File: src/rtl/serial_negator.sv
// Bit-serial two's-complement sign unit: pass, negate, abs, ones' complement.
// One bit per clock, LSB first, with a single registered carry.
// The operand is inverted (or not) and then incremented by the seeded carry.
module serial_negator #(
  parameter int unsigned WIDTH = 8
) (
  input  logic             clk,
  input  logic             rst_n,
  input  logic             in_valid,
  output logic             in_ready,
  input  logic [WIDTH-1:0] in_data,
  input  logic [1:0]       in_mode,
  output logic             out_valid,
  input  logic             out_ready,
  output logic [WIDTH-1:0] out_data,
  output logic             out_ovf,
  output logic             busy
);

  localparam int unsigned CNT_W = $clog2(WIDTH);

  localparam logic [CNT_W-1:0] LastCnt = CNT_W'(WIDTH - 1);
  localparam logic [WIDTH-1:0] MinNeg  = {1'b1, {(WIDTH - 1){1'b0}}};

  typedef enum logic [1:0] {
    StIdle,
    StBusy,
    StDone
  } state_e;

  state_e           state_q, state_d;
  logic [CNT_W-1:0] cnt_q, cnt_d;
  logic             carry_q, carry_d;
  logic             inv_q, inv_d;
  logic             ovf_q, ovf_d;
  logic [WIDTH-1:0] op_q, op_d;
  logic [WIDTH-1:0] res_q, res_d;

  logic accept;
  logic last_bit;
  logic bit_x;

  assign accept   = in_valid & in_ready;
  assign last_bit = (cnt_q == LastCnt);
  // The operand register shifts right, so the current bit is always at position 0.
  assign bit_x    = op_q[0] ^ inv_q;

  // State register
  always_ff @(posedge clk or negedge rst_n) begin
    if (!rst_n) begin
      state_q <= StIdle;
    end else begin
      state_q <= state_d;
    end
  end

  // Next-state logic
  always_comb begin
    state_d = state_q;
    unique case (state_q)
      StIdle: if (accept) state_d = StBusy;
      StBusy: if (last_bit) state_d = StDone;
      StDone: if (out_ready) state_d = StIdle;
      default: state_d = StIdle;
    endcase
  end

  // Outputs decoded from state; results are only visible in DONE
  always_comb begin
    in_ready  = (state_q == StIdle);
    busy      = (state_q == StBusy);
    out_valid = (state_q == StDone);
    out_data  = (state_q == StDone) ? res_q : '0;
    out_ovf   = (state_q == StDone) ? ovf_q : 1'b0;
  end

  // Datapath next-state: seed inv/carry on accept, then one serial bit per cycle
  always_comb begin
    cnt_d   = cnt_q;
    carry_d = carry_q;
    inv_d   = inv_q;
    ovf_d   = ovf_q;
    op_d    = op_q;
    res_d   = res_q;
    if (state_q == StIdle && accept) begin
      op_d  = in_data;
      cnt_d = '0;
      unique case (in_mode)
        2'b00: begin inv_d = 1'b0;             carry_d = 1'b0;             end
        2'b01: begin inv_d = 1'b1;             carry_d = 1'b1;             end
        2'b10: begin inv_d = in_data[WIDTH-1]; carry_d = in_data[WIDTH-1]; end
        default: begin inv_d = 1'b1;           carry_d = 1'b0;             end
      endcase
      // Negating the most-negative value wraps back onto itself.
      ovf_d = (in_mode == 2'b01 || in_mode == 2'b10) && (in_data == MinNeg);
    end else if (state_q == StBusy) begin
      res_d   = {bit_x ^ carry_q, res_q[WIDTH-1:1]};
      carry_d = bit_x & carry_q;
      op_d    = op_q >> 1;
      cnt_d   = cnt_q + 1'b1;
    end
  end

  // Datapath registers
  always_ff @(posedge clk or negedge rst_n) begin
    if (!rst_n) begin
      cnt_q   <= '0;
      carry_q <= 1'b0;
      inv_q   <= 1'b0;
      ovf_q   <= 1'b0;
      op_q    <= '0;
      res_q   <= '0;
    end else begin
      cnt_q   <= cnt_d;
      carry_q <= carry_d;
      inv_q   <= inv_d;
      ovf_q   <= ovf_d;
      op_q    <= op_d;
      res_q   <= res_d;
    end
  end

endmodule

File: config.mk
export PLATFORM = sky130hd
export DESIGN_NAME = serial_negator
export DESIGN_NICKNAME = d
export VERILOG_FILES = /design/src/rtl/serial_negator.sv
export SDC_FILE = /design/constraint.sdc
export NUM_CORES = 1
export LEC_CHECK = 0
export CAP_MARGIN = 20
export CORE_ASPECT_RATIO = 2
export CORE_MARGIN = 2
export CORE_UTILIZATION = 35
export CTS_CLUSTER_DIAMETER = 50
export CTS_CLUSTER_SIZE = 16
export DETAILED_ROUTE_END_ITERATION = 16
export DONT_BUFFER_PORTS = 1
export PLACE_DENSITY_LB_ADDON = 0.12
export REMOVE_ABC_BUFFERS = 1
export SLEW_MARGIN = 20
export SYNTH_ARGS = -nofsm -noshare
export SYNTH_HDL_FRONTEND = slang
export SYNTH_SLANG_ARGS = --single-unit
File: constraint.sdc
create_clock -name clk -period 2.95 [get_ports clk]
set_input_delay 0.295 -clock clk [delete_from_list [all_inputs] [get_ports clk]]
set_output_delay 0.295 -clock clk [all_outputs]
set_load 0.03 [all_outputs]
==> impl_metrics.py, run 1 <==
metrics = {
    "clock_network": {
        "hold_buffers": 2,
        "tritoncts": "done",
        "postCtsSetupRepairBufs": 0,
        "htreeDepth": 1,
        "clk_path_buf_depth": 2,
        "cts.sinks": 24,
        "cts-root-buf": "clkbuf_8",
        "clk_latency_ns": 0.26,
        "cts_made_buffers": 3,
        "path_clk_slew_ns": 0.09,
        "post_cts_resized": 0,
    },
    "synth": {
        "synth_cells": 134,
        "synth_common_cells": "nand2_1, dfrtp_1, and2_1",
        "synth.yosys.seq_area_share_pct": 48.58,
        "async_reset_ff_share_pct": 100.0,
        "yosys.area.top_type": "dfrtp_1",
        "ys_types": 30,
        "synthFlopType": "dfrtp_1",
        "yosysTopAreaCellShare_pct": 48.58,
        "synth-seq-cells": 24,
        "yosys.cell_count.top_type": "nand2_1",
        "yosys_warnings": 0,
        "synth_edf_count": 0,
        "syn_area_per_cell_sq_um": 9.225,
        "syn_area_sq_um": 1236,
        "synth_area_leaders": "dfrtp_1, nand2_1, ha_1, and2_1, and3b_1",
    },
    "detailed_routing": {
        "drt-total-wl_um": 2359,
        "routed_via_density": 5.355,
        "first_pass_iters": 4,
        "dr_total_vias": 889,
        "wl_per_cell_um": 14.21,
        "drc_errors": 0,
        "ant_nets": 0,
        "first_iter_violations": 13,
    },
    "sta": {
        "setup_viol": 0,
        "hold_viol": 0,
        "clock_skew_ns": 0.003895,
        "final.period_utilization_pct": 64.32,
        "fmax_mhz": 527.0,
        "relSlewSlack_pct": 56.48,
        "rsz0062_at_grt": "no",
        "slew_viol_final": 0,
        "tightest_slew_ns": 0.6515,
        "fin_setup_tns_ns": 0,
        "timing.final.crit_period_ns": 1.897,
    },
    "floorplan": {
        "ios": 26,
        "die-area_sq_um": 4052,
        "coreArea_sq_um": 3378,
        "die_w_um": 46.03,
        "start_util_pct": 36.59,
        "rows": 30,
        "fp.dieH_um": 88.05,
    },
    "critical_path": {
        "cpMaxStageDelayCell": "dfrtp_1",
        "crit_path_end_kind": "output port",
        "cp_max_fo": 18,
        "critical_path.top_delay_family": "flip-flops",
        "cp_data_required_time_ns": 2.65,
        "path_cells": "nand2b_2 > inv_2",
        "max_stage_delay_ns": 0.65,
        "cp.arrival_ns": 1.60,
        "crit_path_start_kind": "flip-flop",
        "path_class": "reg -> out",
        "cp_num_buf_inv": 1,
    },
    "global_route": {
        "grt_pass1_vias": 902,
        "grt_use_met2_pct": 21.72,
        "antenna_found_initial": 0,
        "grt_util_met1_pct": 16.88,
        "busiest_layer": "met2",
        "grt_max_degree": 25,
        "track_usage_pct": 13.31,
        "grt_pass1_wl_um": 3960,
        "grt_use_met3_pct": 2.680,
        "grt_overflow": 0,
    },
    "min_path": {
        "hp-class": "in -> reg",
    },
    "finish": {
        "finalNetCount": 155,
        "diodes": 0,
        "final_cells": 166,
        "synthToLayoutAreaGrowth_pct": 7.085,
        "drive_gt1_share_pct": 10.45,
    },
    "placement": {
        "dp_hpwl_um": 1752,
        "numPortBuffers": 0,
        "gp_congestion": 0.7111,
        "place_inst": 160,
    },
    "power_and_ir_drop": {
        "cellPowerDensity_nw_per_um2": 933.4,
        "p_leak_nw": 0.6660,
        "peakVddDrop_mv": 0.4869,
    },
    "flow_run": {
        "max_cap_viol_count": 0,
    },
    "status": {
        "status": "finished clean",
    },
}
[worst reg2reg max path: stages, from the launching register on]
cell and delay [ns]:
dfrtp_1 0.56, nand2b_2 0.39, inv_2 0.24, a221o_1 0.40
[flip-flops by register name, summed over array words and instances (netlist names)]
name,count
res_q,8
op_q,8
ovf_q,1
inv_q,1
carry_q,1
cnt_q,3
state_q,2
[cell families (layout without fill, tap and decap cells)]
kind of cell             after synthesis  after routing  share of synthesized area, %
adder cells (fa/ha/maj)                6              6                         6.073
XOR/XNOR                               1              1                        0.7086
AO/OA/AOI/OAI                         22             22                         11.03
flip-flops                            24             24                         48.58
AND/OR/NAND/NOR                       70             70                         28.75
buffers and inverters                 11             11                         4.857
[report_power, final]
group | internal, mW | switching [mW] | leakage [nW]
sequential | 0.466 | 0.111 | 0.306
combinational | 0.159 | 0.279 | 0.332
clock | 0.119 | 0.102 | 0.0288
total | 0.744 | 0.492 | 0.666
[through the flow]
stage          utilization, %  area [sq um]  total power, mW  hold WS [ns]  worst slack (ns)
5_1_grt                 39.19          1324            1.353        0.1296            0.9029
3_5_place_dp            36.67          1239            1.025    0.00007655             1.245
3_3_place_gp            36.67          1239            1.014     0.0001125             1.318
4_1_cts                 39.19          1324            1.258        0.1376             1.048
6_report                39.19          1324            1.236        0.1427             1.053
2_1_floorplan               -          1191           0.9060    -0.0005911             1.045
[cells in the final DEF (no fill, tap or decap), types with 2 or more instances in the layout]
cell type  synthesis  layout
nand2_1           41      41
dfrtp_1           24      24
and2_1             9       9
o21ai_1            8       8
a21oi_1            8       8
and3b_1            6       6
ha_1               6       6
clkbuf_8           0       4
inv_1              3       3
nand3_1            3       3
nor2_1             2       2
o21ai_2            2       2
[final timing paths]
path	startpoint	endpoint	slack, ns	cells past startpoint
min in group asynchronous	rst_n	res_q[0]	0.45	2
min reg2reg	res_q[0]	res_q[0]	0.47	2
max in group asynchronous	rst_n	res_q[4]	2.35	2
max reg2reg	state_q[1]	carry_q	1.25	3
max	state_q[0]	busy	1.05	2
min	in_data[7]	op_q[7]	0.14	2
[metal layers]
| metal | wire length (um) | vias to the layer above |
|---|---|---|
| met5 | 0 | - |
| met1 | 1073 | 418 |
| met3 | 119 | 2 |
| li1 | - | 444 |
| met2 | 1141 | 25 |
| met4 | 25 | 0 |
[final cells by class]
cell class | count | area [sq um]
tap | 32 | 40.04
fill | 367 | 2054
inverter | 4 | 15.01
multi-input combinational | 99 | 575.6
sequential | 24 | 600.6
clock buffer | 4 | 55.05
timing repair buffer | 3 | 37.54
Note: power is estimated with default switching activity, not from simulation.
==> run 2, diff against run 1 <==
Clock period 2.95 ns to 1.68 ns, I/O delays scaled along.
==> run 2 against run 1 <==
Compared with the run above:
- first-iteration DRC count grew 38%
- total power increased by 84%
- non-clock buffer count is 15 higher
- global-route usage rose by 0.82 points
==> impl_metrics.py, run 2 (synthesis gave the netlist of run 1 again) <==
metrics = {
    "critical_path": {
        "critical_path.top_delay_family": "flip-flops",
        "worstSetupPathDepth": 4,
        "crit_path_start_kind": "flip-flop",
        "cp.arrival_ns": 1.39,
        "rrSetupSlack_ns": 0.33,
        "cp_data_required_time_ns": 1.51,
        "crit_top_cell": "buf_4",
        "worstReg2RegStart": "state_q[1]",
        "max_stage_delay_ns": 0.49,
        "reg2regPathDepth": 3,
        "path_class": "reg -> out",
        "cpMaxStageDelayCell": "dfrtp_2",
        "path_cells": "nor2b_1 > buf_4 > and2_1 > buf_4",
        "crit_path_end_kind": "output port",
        "cp_max_fo": 12,
        "cp_num_buf_inv": 2,
        "rr_endpoint": "carry_q",
    },
    "finish": {
        "top_regs": "op_q x8, res_q x8, cnt_q x3",
        "fin_area_sq_um": 1438,
        "utilization_pct": 42.56,
        "final_cell_mix": "nand2_1, dfrtp_1, buf_4",
        "finalNetCount": 170,
        "final_cells": 181,
        "diodes": 0,
        "layout_commonest_cell": "nand2_1",
        "drive_gt1_share_pct": 20.13,
        "synthToLayoutAreaGrowth_pct": 16.30,
    },
    "global_route": {
        "grt_pass1_vias": 960,
        "antenna_found_initial": 0,
        "grt_overflow": 0,
        "track_usage_pct": 14.13,
        "grt_pass1_wl_um": 4146,
        "grt_max_degree": 25,
    },
    "floorplan": {
        "rows": 30,
        "die-area_sq_um": 4052,
        "die_w_um": 46.03,
        "start_util_pct": 36.59,
        "ios": 26,
        "fp.dieH_um": 88.05,
        "coreArea_sq_um": 3378,
    },
    "power_and_ir_drop": {
        "p_leak_nw": 0.7434,
        "sw_frac_of_total_pct": 38.86,
        "peakVddDrop_mv": 0.7640,
        "switchingPower_mw": 0.8858,
        "p_total_mw": 2.280,
        "p_seq_share_pct": 42.6,
        "p_comb_share_pct": 39.7,
        "pwr-share-clk_pct": 17.7,
        "p_int_mw": 1.394,
        "cellPowerDensity_nw_per_um2": 1586,
    },
    "detailed_routing": {
        "dr_total_vias": 949,
        "ant_nets": 0,
        "first_iter_violations": 18,
        "wl_per_cell_um": 13.33,
        "routed_via_density": 5.243,
        "first_pass_iters": 4,
        "drt-total-wl_um": 2413,
        "drc_errors": 0,
    },
    "status": {
        "status": "finished clean",
    },
    "sta": {
        "hold_viol": 0,
        "timing.final.crit_period_ns": 1.561,
        "clock_skew_ns": 0.001114,
        "fin_setup_tns_ns": 0,
        "setup_viol": 0,
        "fmax_mhz": 640.8,
        "tightest_slew_ns": 0.3830,
        "rsz0062_at_grt": "no",
        "slew_viol_final": 0,
        "hold_slack_ns": 0.005717,
        "setup_ws_ns": 0.1195,
        "final.period_utilization_pct": 92.89,
        "relSlewSlack_pct": 74.23,
    },
    "placement": {
        "dp_hpwl_um": 1825,
        "gp_congestion": 0.7083,
        "numPortBuffers": 0,
        "place_inst": 175,
        "dp_slack_ns": 0.3002,
        "placed_area_sq_um": 1351,
    },
    "clock_network": {
        "cts-root-buf": "clkbuf_8",
        "clk_path_buf_depth": 2,
        "path_clk_slew_ns": 0.09,
        "cts.sinks": 24,
        "postCtsSetupRepairBufs": 0,
        "tritoncts": "done",
        "cts_made_buffers": 3,
        "clk_latency_ns": 0.27,
        "htreeDepth": 1,
    },
    "min_path": {
        "hold_start": "in_data[7]",
        "hold_depth": 2,
        "hp-class": "in -> reg",
        "hold_path_end": "op_q[7]",
    },
    "flow_run": {
        "max_cap_viol_count": 0,
    },
}
run 2: worst reg2reg max path: stages, from the launching register on:
cell and delay, ns:
dfrtp_2 0.49, or3b_4 0.51, nor3b_2 0.18, a221o_1 0.12
run 2: layer usage:
metal	vias to the layer above	share of wire, %	GRT usage (%)
li1	471	-	-
met5	-	0	0
met2	27	52	24.24
met3	5	4.7	1.856
met1	446	41	16.30
met4	0	2.3	7.013
run 2: power groups by stage:
stage / Combinational (mW) / Clock [mW] / Sequential, mW
6_report: 0.906 / 0.402 / 0.972
5_1_grt: 1.05 / 0.429 / 1.00
4_1_cts: 0.934 / 0.413 / 0.972
3_5_place_dp: 0.914 / 0 / 0.983
3_3_place_gp: 0.902 / 0 / 0.982
2_1_floorplan: 0.621 / 0 / 0.970
run 2: what timing repair did:
action | in CTS | in global routing
endpoints found under the hold margin | 24 | 0
gates resized for setup | 0 | 1
setup endpoints to repair | 0 | 9
hold buffers | 2 | 0
run 2: cell type report:
| type | count | area, sq um |
|---|---|---|
| Tap cell | 32 | 40.04 |
| Multi-Input combinational cell | 99 | 575.6 |
| Sequential cell | 24 | 601.8 |
| Clock buffer | 4 | 55.05 |
| Inverter | 4 | 15.01 |
| Timing Repair Buffer | 18 | 150.1 |
| Fill cell | 355 | 1941 |
run 2: worst max-delay path by stage:
stage / from / to / slack, ns
2_1_floorplan: state_q[0] / out_data[0] / -0.1
3_3_place_gp: state_q[1] / carry_q / 0.33
3_5_place_dp: state_q[1] / carry_q / 0.30
4_1_cts: state_q[1] / out_ovf / 0.05
5_1_grt: state_q[1] / out_ovf / 0.05
6_report: state_q[1] / out_data[2] / 0.12
==> run 3, diff against run 2 <==
Clock period 1.68 ns to 1.65 ns, I/O delays scaled along.
==> run 3 against run 2 <==
Compared with the run above:
- clock power hardly changed
- largest power group unchanged
- non-clock buffer count stayed put
- highest routed layer unchanged
- register-to-register slack worse by 0.05 ns
- critical endpoint is now out_ovf
==> impl_metrics.py, run 3 (synthesis gave the netlist of run 1 again) <==
metrics = {
    "finish": {
        "final_cell_mix": "nand2_1, dfrtp_1, buf_4",
        "final_cells": 181,
        "top_regs": "op_q x8, res_q x8, cnt_q x3",
        "drive_gt1_share_pct": 20.13,
        "finalNetCount": 170,
        "synthToLayoutAreaGrowth_pct": 16.30,
        "layout_commonest_cell": "nand2_1",
        "fillers": 365,
        "utilization_pct": 42.56,
        "diodes": 0,
    },
    "min_path": {
        "hp-class": "in -> reg",
    },
    "floorplan": {
        "fp.dieH_um": 88.05,
        "start_util_pct": 36.59,
        "rows": 30,
        "coreArea_sq_um": 3378,
        "die-area_sq_um": 4052,
        "ios": 26,
        "die_w_um": 46.03,
    },
    "sta": {
        "tightest_slew_ns": 0.3785,
        "setup_ws_ns": 0.09453,
        "final.period_utilization_pct": 94.27,
        "hold_viol": 0,
        "fmax_mhz": 642.9,
        "fin_setup_tns_ns": 0,
        "rsz0062_at_grt": "no",
        "clock_skew_ns": 0.0007295,
        "setup_viol": 0,
        "slew_viol_final": 0,
        "timing.final.crit_period_ns": 1.555,
        "relSlewSlack_pct": 74.53,
    },
    "critical_path": {
        "cp_max_fo": 12,
        "cp.arrival_ns": 1.39,
        "crit_path_end_kind": "output port",
        "cp_num_buf_inv": 2,
        "cp_data_required_time_ns": 1.48,
        "critical_path.top_delay_family": "flip-flops",
        "cpMaxStageDelayCell": "dfrtp_2",
        "crit_path_start_kind": "flip-flop",
        "path_cells": "nor2b_1 > buf_4 > and2_1 > buf_4",
        "max_stage_delay_ns": 0.49,
        "path_class": "reg -> out",
        "crit_top_cell": "buf_4",
    },
    "detailed_routing": {
        "drt-total-wl_um": 2490,
        "ant_nets": 0,
        "dr_total_vias": 962,
        "drc_errors": 0,
        "wl_per_cell_um": 13.76,
        "first_pass_iters": 4,
        "first_iter_violations": 16,
        "routed_via_density": 5.315,
    },
    "placement": {
        "gp_congestion": 0.7064,
        "dp_hpwl_um": 1839,
        "place_inst": 175,
        "dp_slack_ns": 0.2535,
        "numPortBuffers": 0,
    },
    "clock_network": {
        "path_clk_slew_ns": 0.09,
        "clk_path_buf_depth": 2,
        "cts-root-buf": "clkbuf_8",
        "postCtsSetupRepairBufs": 0,
        "cts_made_buffers": 3,
        "cts.sinks": 24,
        "tritoncts": "done",
        "htreeDepth": 1,
        "clk_latency_ns": 0.26,
    },
    "status": {
        "status": "finished clean",
    },
    "global_route": {
        "grt_pass1_vias": 979,
        "grt_pass1_wl_um": 4126,
        "grt_max_degree": 25,
        "antenna_found_initial": 0,
        "track_usage_pct": 14.07,
        "grt_overflow": 0,
    },
    "power_and_ir_drop": {
        "p_seq_share_pct": 42.5,
        "switchingPower_mw": 0.9102,
        "pwr-share-clk_pct": 17.3,
        "peakVddDrop_mv": 0.7633,
        "sw_frac_of_total_pct": 39.06,
        "p_int_mw": 1.420,
        "p_comb_share_pct": 40.2,
        "cellPowerDensity_nw_per_um2": 1621,
        "p_total_mw": 2.330,
        "p_leak_nw": 0.7434,
    },
    "flow_run": {
        "max_cap_viol_count": 0,
    },
}
-- run 3: worst paths after layout --
check / from / end / slack (ns) / cells after the start
worst max-delay path: state_q[1] / out_ovf / 0.09 / 4
worst min-delay path: in_data[7] / op_q[7] / 0.009 / 2
worst max register to register: state_q[1] / carry_q / 0.28 / 3
worst min register to register: res_q[0] / res_q[0] / 0.47 / 2
max in group asynchronous: rst_n / state_q[1] / 1.17 / 2
min in group asynchronous: rst_n / res_q[0] / 0.32 / 2
-- run 3: final cells by class --
cell class | count | area, sq um | share of cell area, %
Clock buffer | 4 | 55.05 | 3.829
Inverter | 4 | 15.01 | 1.044
Multi-Input combinational cell | 99 | 575.6 | 40.03
Sequential cell | 24 | 601.8 | 41.86
Tap cell | 32 | 40.04 | 2.785
Timing Repair Buffer | 18 | 150.1 | 10.44
-- run 3: power by group through the flow --
stage	sequential, mW	combinational [mW]	clock, mW
finish	0.990	0.937	0.403
global route	1.02	1.08	0.444
CTS	0.990	0.958	0.419
detailed placement	1.00	0.938	0
global placement	1.00	0.918	0
floorplan	0.987	0.632	0
-- run 3: repair_timing --
item                       in CTS  in global routing
hold buffers                    2                  0
resized for setup               0                  1
setup endpoints to repair       0                  9
hold endpoints to repair       24                  0
-- run 3: per-layer routing --
metal | global-route usage (%) | vias up | routed length [um]
met3 | 2.268 | 4 | 105
met1 | 15.19 | 461 | 1026
met4 | 7.013 | 0 | 38
li1 | - | 471 | -
met5 | 0 | - | 0
met2 | 24.87 | 26 | 1320
-- run 3: stage by stage --
stage / instance area (sq um) / hold slack, ns
after floorplan: 1191 / -0.1306
after global placement: 1351 / -0.1298
after detailed placement: 1351 / -0.1298
after CTS: 1436 / 0.004441
after global routing: 1438 / 0.01193
final: 1438 / 0.009144
==> edit (flow settings as in run 3) <==
Change the parameter `WIDTH` from 8 to 16.
--- a/src/rtl/serial_negator.sv
+++ b/src/rtl/serial_negator.sv
@@ -4,3 +4,3 @@
 module serial_negator #(
-  parameter int unsigned WIDTH = 8
+  parameter int unsigned WIDTH = 16
 ) (
Interface: changed (resized in_data and out_data); port bits go from 26 to 42. No check against the original RTL was run, so the function may have changed too.
==> edit against run 3 <==
  * Setup slack improved by 0.0086 ns
  * Total power increased by 43%
  * Global-route usage increased by 0.79 points
  * Clock skew increased by 0.0054 ns
  * Final cell count increased by 69%
  * Sequential cell count increased by 17
  * Cell area increased by 64%
  * Area after synthesis increased by 54%
  * Fmax increased by 0.56%
  * Register-to-register slack got worse by 0.05 ns
  * Routed wire length increased by 65%
  * Combinational power increased by 11%
  * Largest cell class unchanged
  * Largest power group unchanged
  * Highest routed layer unchanged
==> edit: results (changes against run 3) <==
| Metric | Value |
|---|---|
| Starting density of the core | `35.7% (-0.88 points)` |
| Fin cells | `306 (+69%)` |
| Post-synthesis sequential area ratio | `53.9% (+5.4 points)` |
| Worst R2R Setup Slack | `0.23 ns (-0.05 ns)` |
| Leak Pwr | `1.20 nW (+61%)` |
| Synth cell count leaders | `nand2_1 (86), dfrtp_1 (41), and2_1 (17)` |
| Dpl cells | `286 (+63%)` |
| H-Tree Depth | `2 (+1)` |
| Post-Route Skew | `0.00608 ns (+0.00536 ns)` |
| PostCTS Resize Cnt | `3 (+3)` |
| Largest net degree at the start of global routing | `42 (+68%)` |
| Total GRT Usage | `14.9% (+0.79 points)` |
| TritonCTS Buffers | `5 (+2)` |
| Vias in the first global route | `1,497 (+53%)` |
| Synth cell types | `25 (-17%)` |
| Biggest regs | `op_q (16), res_q (16), cnt_q (4)` |
| Critical Path Fanout Max | `16 (+4)` |
| FMAX | `646 MHz (+0.56%)` |
| Share of layout cells above drive strength 1 | `16.7% (-3.5 points)` |
| Slew @ Worst Pin | `0.715 ns (+0.336 ns)` |
| Synth area leaders | `dfrtp_1 (54%), nand2_1 (17%), a22oi_1 (5.9%)` |
| First-pass GRT wire length | `7.16 mm (+73%)` |
| Pre-CTS setup slack | `0.222 ns (-0.0315 ns)` |
| Post-DP HPWL | `2.68 mm (+46%)` |
| Detailed Route Iter0 Violations | `39 (+23)` |
| Final nets | `272 (+60%)` |
| Run status | `finished, final reports clean` |
| Drt via density | `4.99 (-6.2%)` |
| Min Hold Slack | `0.00666 ns (-0.00248 ns)` |
| Max VDD drop | `792 uV (+3.7%)` |
==> edit: cell type report <==
class	count	area, um^2	share of cell area (%)
Timing Repair Buffer	37	339	14.4
Clock inverter	2	10.0	0.424
Tap cell	60	75.1	3.18
Sequential cell	41	1030	43.6
Clock buffer	6	72.6	3.08
Multi-Input combinational cell	154	808	34.3
Inverter	6	25.0	1.06
==> edit: kinds of logic (layout without fill, tap and decap cells) <==
kind of cell	count (synthesis)	in the layout	synth area share [%]
simple gates	119	119	27.9
fa+ha+maj	5	5	3.29
flops	41	41	53.9
buf+inv	15	51	3.82
compound gates	28	28	10.1
xor+xnor	2	2	0.921
==> edit: stage by stage <==
step | util, % | cell area, um^2
6_report | 44.3 | 2360
5_1_grt | 44.3 | 2360
4_1_cts | 44.1 | 2350
3_5_place_dp | 39.9 | 2130
3_3_place_gp | 39.9 | 2130
2_1_floorplan | - | 1850
==> edit: final timing paths <==
path,from,endpoint,cells past startpoint
setup / recovery,state_q[1],busy,3
hold / removal,in_data[1],op_q[1],2
setup reg to reg,state_q[0],cnt_q[2],3
hold reg to reg,op_q[7],op_q[7],2
max in group asynchronous,rst_n,state_q[1],2
min in group asynchronous,rst_n,op_q[5],2
==> edit: worst max-delay path, stage by stage (launching register included) <==
cell      delay, ns
dfrtp_2        0.44
nand2b_2       0.21
inv_4          0.17
buf_4          0.26
==> edit: power by group <==
| part | internal [mW] | switching [mW] | total, mW |
|---|---|---|---|
| clock network | 0.294 | 0.350 | 0.644 |
| registers | 1.40 | 0.266 | 1.66 |
| logic | 0.430 | 0.606 | 1.04 |
==> edit: per-layer routing <==
metal | wire, um | track usage, %
met5 | 0 | 0
met3 | 181 | 2.99
met4 | 66 | 5.10
met1 | 1930 | 19.7
met2 | 1940 | 24.0
